[src/rtl/stream_mux.sv]
// rtl/stream_mux.sv - N-channel valid/ready stream multiplexer with fixed-select and round-robin modes
// One-entry registered output stage; in_ready is combinational from mode, select, valids and state.
module stream_mux #(
   parameter int WIDTH = 8,
   parameter int N     = 8,
   parameter int SELW  = $clog2(N)
) (
   input  logic               clk,
   input  logic               reset_n,
   input  logic [N*WIDTH-1:0] in_data,
   input  logic [N-1:0]       in_valid,
   output logic [N-1:0]       in_ready,
   input  logic [SELW-1:0]    sel,
   input  logic               rr_en,
   output logic [WIDTH-1:0]   out_data,
   output logic               out_valid,
   input  logic               out_ready,
   output logic [SELW-1:0]    out_grant
);

   logic [SELW-1:0]  ptr;
   logic [SELW-1:0]  chosen;
   logic [SELW-1:0]  hi_idx;
   logic [SELW-1:0]  any_idx;
   logic [SELW-1:0]  next_ptr;
   logic             chosen_vld;
   logic             found_hi;
   logic             found_any;
   logic             load_ok;
   logic             xfer;
   logic             pop;
   logic             sel_valid;
   logic [WIDTH-1:0] sel_data;

   // Lowest valid channel at or above ptr wins; otherwise wrap to the lowest valid channel overall.
   always_comb begin
      hi_idx    = '0;
      any_idx   = '0;
      found_hi  = 1'b0;
      found_any = 1'b0;
      for (int i = N - 1; i >= 0; i--) begin
         if (in_valid[i]) begin
            any_idx   = SELW'(i);
            found_any = 1'b1;
            if (i >= int'(ptr)) begin
               hi_idx   = SELW'(i);
               found_hi = 1'b1;
            end
         end
      end
   end

   always_comb begin
      chosen     = '0;
      chosen_vld = 1'b0;
      if (rr_en) begin
         chosen     = found_hi ? hi_idx : any_idx;
         chosen_vld = found_any;
      end else begin
         chosen     = sel;
         chosen_vld = (int'(sel) < N);
      end
   end

   always_comb begin
      sel_data  = '0;
      sel_valid = 1'b0;
      for (int i = 0; i < N; i++) begin
         if (chosen == SELW'(i)) begin
            sel_data  = in_data[i*WIDTH +: WIDTH];
            sel_valid = in_valid[i];
         end
      end
   end

   // Gating with reset_n keeps every in_ready low while reset is held.
   assign load_ok  = reset_n && (!out_valid || out_ready);
   assign xfer     = load_ok && chosen_vld && sel_valid;
   assign pop      = out_valid && out_ready;
   assign next_ptr = (chosen == SELW'(N - 1)) ? '0 : chosen + SELW'(1);

   always_comb begin
      in_ready = '0;
      for (int i = 0; i < N; i++) begin
         in_ready[i] = load_ok && chosen_vld && (chosen == SELW'(i));
      end
   end

   always_ff @(posedge clk) begin
      if (!reset_n) begin
         out_valid <= 1'b0;
         out_data  <= '0;
         out_grant <= '0;
         ptr       <= '0;
      end else if (xfer) begin
         out_valid <= 1'b1;
         out_data  <= sel_data;
         out_grant <= chosen;
         ptr       <= next_ptr;
      end else if (pop) begin
         out_valid <= 1'b0;
      end
   end

endmodule
[config.mk]
export PLATFORM = sky130hd
export DESIGN_NAME = stream_mux
export DESIGN_NICKNAME = d
export VERILOG_FILES = /design/src/rtl/stream_mux.sv
export SDC_FILE = /design/constraint.sdc
export NUM_CORES = 1
export LEC_CHECK = 0
export BUFFER_PORTS_ARGS = -buffer_cell sky130_fd_sc_hd__buf_4
export CELL_PAD_IN_SITES_DETAIL_PLACEMENT = 2
export CELL_PAD_IN_SITES_GLOBAL_PLACEMENT = 2
export CORE_MARGIN = 3
export CORE_UTILIZATION = 23
export CTS_BUF_LIST = sky130_fd_sc_hd__clkbuf_16
export CTS_CLUSTER_DIAMETER = 40
export DETAILED_ROUTE_END_ITERATION = 8
export GPL_ROUTABILITY_DRIVEN = 1
export HOLD_SLACK_MARGIN = 0.08
export PLACE_DENSITY = 0.85
export SLEW_MARGIN = 20
export SYNTH_ARGS = -nofsm -noshare
export SYNTH_HDL_FRONTEND = slang
export SYNTH_SLANG_ARGS = --single-unit
export TNS_END_PERCENT = 50
[constraint.sdc]
create_clock -name clk -period 4.1 [get_ports clk]
set_input_delay 0.82 -clock clk [delete_from_list [all_inputs] [get_ports clk]]
set_output_delay 0.82 -clock clk [all_outputs]
set_load 0.01 [all_outputs]
==> results of run 1 <==
## kinds of logic after synthesis
family / share of synthesized area (%)
flops: 16.2
mux: 5.68
simple gates: 27.5
fa+ha+maj: 4.06
compound gates: 39.3
buf+inv: 7.30
## cell usage after synthesis (3+ instances only)
library cell	count
a21boi_0	3
a21o_1	3
a21oi_1	30
a221o_1	4
a221oi_1	8
a311oi_2	6
and3_1	6
buf_4	3
clkbuf_1	11
dfxtp_1	15
ha_1	6
inv_1	14
mux2_4	5
mux2i_1	3
nand2_1	25
nand2b_1	3
nand3_1	15
nor2_1	13
nor2b_1	8
nor3_1	7
o211ai_1	3
o21ai_0	10
o221a_1	3
o22ai_1	3
## repair_timing
action | CTS | global route
resized for setup | 0 | 5
endpoints found under the setup margin | 0 | 17
buffers inserted | 0 | 2
## state kept, by name (all words and copies together), names as in the netlist
register and flops:
out_data 8, out_grant 3, ptr 3, out_valid 1
## how the worst min path moves through the flow
stage | end | slack, ns | cells after the start
finish | out_data[1] | 0.47 | 2
global route | out_data[1] | 0.50 | 2
CTS | out_data[1] | 0.48 | 2
detailed placement | out_grant[2] | 0.48 | 2
global placement | out_data[1] | 0.45 | 2
floorplan | out_data[1] | 0.49 | 2
## metrics by stage
stage               util [%]  power (W)  setup TNS (ns)  hold slack, ns
floorplan                  -   0.000457               0           0.488
global placement        35.7   0.000651               0           0.454
detailed placement      35.7   0.000670           -1.66           0.476
CTS                     36.7   0.000866               0           0.481
global route            37.2   0.000933         -0.0613           0.504
finish                  37.2   0.000872               0           0.470
## critical path, cell delays in order
cell	delay, ns
buf_4	0.13
nor2b_1	0.15
o21a_1	0.24
nor4_2	0.31
o2111ai_1	0.16
o211ai_1	0.22
buf_4	0.18
ha_1	0.25
buf_4	0.28
and3_1	0.20
buf_4	0.13
## area by class of cell
class                   instances  area (um^2)
fillers                       925         4880
multi-input cells             204         1440
repair buffers                118          886
flip-flops and latches         15          300
well taps                     102          128
clock buffers                   3         75.1
inverters                      15         61.3
clock inverters                 1         3.75
## metal layers
layer / vias to the layer above / share of wire (%)
met3: 9 / 3.8
met5: - / 0
met1: 1188 / 45
met2: 65 / 50
met4: 0 / 1.4
li1: 1161 / -
## where the power goes
group          switching [W]  internal (W)
sequential         0.0000193      0.000167
clock              0.0000595      0.000129
combinational       0.000255      0.000241
==> impl_results.md, run 1 <==
- Die area: 9160 um^2
- Inst Count DP: 452
- Initial Util: 23.8%
- M1 GR Usage: 25.0%
- Worst Reg-to-Reg Cells: 14
- Met3 Usage GRT: 1.80%
- Start point of the critical path: in_valid[0]
- Via/cell ratio: 5.29
- Place WS: -0.246 ns
- #FFs+latches synth: 15
- Maximum root-to-sink buffer count: 2
- Type of the worst min-delay path: reg -> reg
- Synth Cell Area: 1850 um^2
- Met2 global-route usage: 32.4%
- Crit path required time: 3.28 ns
- Mapped Cells: 250
- Drt first pass iters: 4
- Slew @ Worst Pin: 0.709 ns
- DPL Wire Length: 7.25 mm
- Worst Path Max Fanout: 18
- Vias in the first global route: 2554
- Status: finished clean
- Total GRT Usage: 18.8%
- Yosys cell types: 58
- Reg2Reg Setup Slack: 0.39 ns
- Avg Cell Area, Syn: 7.40 um^2
- Asr flop ratio synth: 0%
- Worst IR drop on VDD: 0.119 mV
- Post-route cell area: 2890 um^2
- First-pass GRT wire length: 13.4 mm
- Final wirelength: 8.86 mm
- Rows: 32
- Drt initial violations: 101
- Tcrit/Tclk final: 95.4%
- Slew Limit Fails: 0
- Number of synthesized flops with an enable pin: 0
- # DRC: 0
- Layout Nets: 442
- Critical path data arrival time: 3.09 ns
- Share of post-route cells with drive strength above 1: 41.6%
- Post-DP Area: 2780 um^2
- Crit path to: in_ready[5]
- Reg2reg start: ptr[2]
- Critical Path Source Type: primary input
- Total core area: 7770 um^2
- Clock sink count: 15
- GPL Wtd Cong: 0.854
- Yosys top cell by area: dfxtp_1
- Crit Path Category: in -> out
- PortBufs: 98
- Share of the synthesized area in the top cell type: 16.2%
- Yosys Warn Count: 0
- Most frequent cells in the layout: buf_4, a21oi_1, nand2_1
- Fin. Hold Viols: 0
- Top post-synthesis cells by area: dfxtp_1, a21oi_1, nand2_1
- Clock transition at the registers of the reported paths: 0.05 ns
- Chip height: 95.7 um
- Global route total overflow: 0
- Mapped Nets: 335
- Initial antenna violation count: 0
- Chip Width: 95.7 um
- Boundary Pins: 99
- Reg2reg end: out_data[1]
- CTS tree: yes
- Per-cell routed wire length: 19.3 um
- Layout Cells excl Fill: 458
- Number of diodes: 0
- DR vias: 2423
- CTS Hold Bufs: 0
- Clk_skew: 0.00202 ns
- Min-delay src: out_data[1]
- Num CTS Buffers: 3
- Lkg Pwr: 1.31 nW
- Max-Slew Margin vs Limit: 52.8%
- GR peak layer: met2
- Part of the Yosys area used for sequential elements: 16.2%
- Pwr Density: 302 nW/um^2
- Top FF cell, synth: dfxtp_1
- Crit path time final: 3.91 ns
- Final setup margin: 0.187 ns
- ANT nets after route: 0
- Area delta synth->final: 56.2%
- Fmax: 256 MHz
- CP Capture Type: output pin
- Htree depth: 1
- Clk_lat worst skew: 0.25 ns
- Commonest non-fill, non-tap cell in the layout: buf_4
- Largest net degree at the start of global routing: 19
- Clk root buf: clkbuf_16
- Maxcap violations: 0
- # setup viols final: 0
Power figures use the tool's default switching activity.
==> inputs of run 2 (changes only) <==
ABC_AREA = 1   (was not set)
CORE_UTILIZATION = 21   (was 23)
CTS_CLUSTER_SIZE = 24   (was not set)
PLACE_DENSITY = 0.86   (was 0.85)
==> impl_results.md, run 2 <==
- Crit path required time: 3.28 ns
- Share of post-route cells with drive strength above 1: 28.8%
- Top FF cell, synth: dfxtp_1
- ANT nets after route: 0
- Num CTS Buffers: 3
- Crit path time final: 3.84 ns
- RSZ-0062 raised after global routing: false
- Met3 routed WL: 434 um
- Min-delay src: out_grant[0]
- Drt first pass iters: 4
- Total GRT Usage: 16.9%
- Asr flop ratio synth: 0%
- Top Layer Used: met4
- Slew Limit Fails: 0
- Clock transition at the registers of the reported paths: 0.05 ns
- Per-cell routed wire length: 15.8 um
- Via/cell ratio: 4.75
- Met2 wire length: 4.81 mm
- Final setup margin: 0.257 ns
- CTS tree: yes
- Setup TNS: 0 ns
- Clk root buf: clkbuf_16
- DR vias: 2709
- Initial antenna violation count: 0
- Hold Path Sink: out_grant[0]
- Number of diodes: 0
- CP peak stage delay: 0.29 ns
- Place WS: 0.0983 ns
- Hold_ws: 0.470 ns
- Lkg Pwr: 1.57 nW
- CP Capture Type: output pin
- Fmax: 260 MHz
- Final wirelength: 9.01 mm
- Synth cell count leaders: nand2_1, inv_1, nor2_1
- Worst Reg-to-Reg Cells: 21
- Share of the synthesized area in the top cell type: 22.0%
- Slew @ Worst Pin: 0.529 ns
- Mapped Cells: 364
- Clock sink count: 15
- Initial Util: 21.9%
- Reg2Reg Setup Slack: 0.67 ns
- Die area: 10400 um^2
- Reg2reg start: ptr[2]
- Chip Width: 102 um
- Maximum root-to-sink buffer count: 2
- # DRC: 0
- Drt initial violations: 71
- Metal-1 WL: 3.60 mm
- Status: finished clean
- Hold path cells: 2
- Max reg flops: 8
- Yosys cell types: 30
- Clk_lat worst skew: 0.24 ns
- Clk_skew: 0.00130 ns
- Part of the Yosys area used for sequential elements: 15.6%
- Most frequent cells in the layout: nand2_1, buf_4, inv_1, nor2_1, nand3_1
- Type of the worst min-delay path: reg -> reg
- Yosys top cell by area: nand2_1
- GPL Wtd Cong: 0.923
- Reg2reg end: out_data[4]
- Largest Register: out_data
- PortBufs: 98
- Max-Slew Margin vs Limit: 64.6%
- Critical Path Source Type: primary input
- Crit Path Category: in -> out
- Worst Path Max Fanout: 11
- Maxcap violations: 0
- Boundary Pins: 99
- Worst IR drop on VDD: 0.115 mV
- Number of synthesized flops with an enable pin: 0
- # Post-CTS Setup Buffers: 0
- Commonest non-fill, non-tap cell in the layout: nand2_1
- Global route total overflow: 0
- Largest net degree at the start of global routing: 25
- Htree depth: 1
- Crit-path slowest cell: ha_1
- Top post-synthesis cells by area: nand2_1, dfxtp_1, inv_1
- Mapped Nets: 449
- Fin. Hold Viols: 0
- Vias in the first global route: 2882
- # setup viols final: 0
- Tcrit/Tclk final: 93.7%
- Chip height: 102 um
- Worst path cell trace: buf_4, inv_1, o21ai_0, nand2_1, nand2_1, a21oi_1, nor2_1, a21oi_1, nand2_1, o21ai_1, ha_1, inv_1, nor2_4, inv_1, nor2_1, buf_4
- Rows: 34
- Total core area: 8810 um^2
- #FFs+latches synth: 15
- Avg Cell Area, Syn: 5.30 um^2
- Synth Cell Area: 1930 um^2
- Area delta synth->final: 50.1%
- Pwr Density: 301 nW/um^2
- Most frequent cell after synthesis: nand2_1
- First-pass GRT wire length: 13.9 mm
- DPL Wire Length: 7.48 mm
- Layout Nets: 548
- Critical path data arrival time: 3.02 ns
- Top flop regs: out_data (8), out_grant (3), ptr (3)
- Yosys Warn Count: 0
-- run 2: cell count changes in the layout (fill, tap and decap cells not counted), moves of 7 or more --
cell      delta
nand2_1     +88
a221oi_1     -7
nor2_1      +30
o21ai_0      +9
buf_4       -13
nand3_1     +15
nand4_1      +9
nor2b_1      -8
inv_1       +47
-- run 2: logic make-up (layout without fill, tap and decap cells) --
kind of cell	Yosys count	in the layout	share of synthesized area [%]
simple gates	218	218	50.6
buf+inv	75	173	15.9
fa+ha+maj	6	6	3.89
compound gates	50	50	14.0
flops	15	15	15.6
-- run 2: worst max-delay path: cells and delay by family --
| kind | cells | cell delay (ns) |
|---|---|---|
| and+or+nand+nor | 6 | 0.68 |
| buffers and inverters | 5 | 0.64 |
| adders and majority gates | 1 | 0.29 |
| AOI/OAI and AO/OA | 4 | 0.60 |
-- run 2: worst max path at each step --
| stage | startpoint | to | slack, ns | depth (start not counted) |
|---|---|---|---|---|
| global route | in_valid[5] | in_ready[4] | 0.02 | 16 |
| global placement | in_valid[2] | in_ready[3] | 0.34 | 15 |
| CTS | in_valid[2] | in_ready[3] | 0.09 | 15 |
| detailed placement | in_valid[2] | in_ready[3] | 0.1 | 15 |
| finish | in_valid[7] | in_ready[4] | 0.26 | 16 |
| floorplan | in_valid[2] | in_ready[3] | 0.51 | 14 |
-- run 2: layout make-up --
cell class	count	area [um^2]
Clock buffer	3	75.1
Clock inverter	1	3.75
Fill cell	1146	5910
Inverter	64	243
Multi-Input combinational cell	274	1350
Sequential cell	15	300
Tap cell	108	135
Timing Repair Buffer	105	788
-- run 2: routing by layer --
layer | GRT usage, % | up-vias
met2 | 32.5 | 69
met5 | 0 | -
met1 | 19.8 | 1300
met4 | 2.93 | 0
li1 | - | 1326
met3 | 2.66 | 14
-- run 2: through the flow --
stage               power (W)  utilization (%)  cells  instance area [um^2]
floorplan            0.000488                -    364                  1930
global placement     0.000660             31.7    566                  2790
detailed placement   0.000684             31.7    566                  2790
CTS                  0.000878             32.6    570                  2870
global route         0.000963             32.9    570                  2900
finish               0.000873             32.9    570                  2900
-- run 2: report_power, final --
part           switching, W  leakage [nW]  internal (W)
clock             0.0000573        0.0423      0.000129
sequential        0.0000201         0.123      0.000171
combinational      0.000294          1.40      0.000202
-- run 2: what timing repair did --
action                                 in CTS  in global routing
gates resized for setup                     0                  6
endpoints found under the hold margin       0                  0
setup endpoints to repair                   0                 13
hold buffers                                0                  0
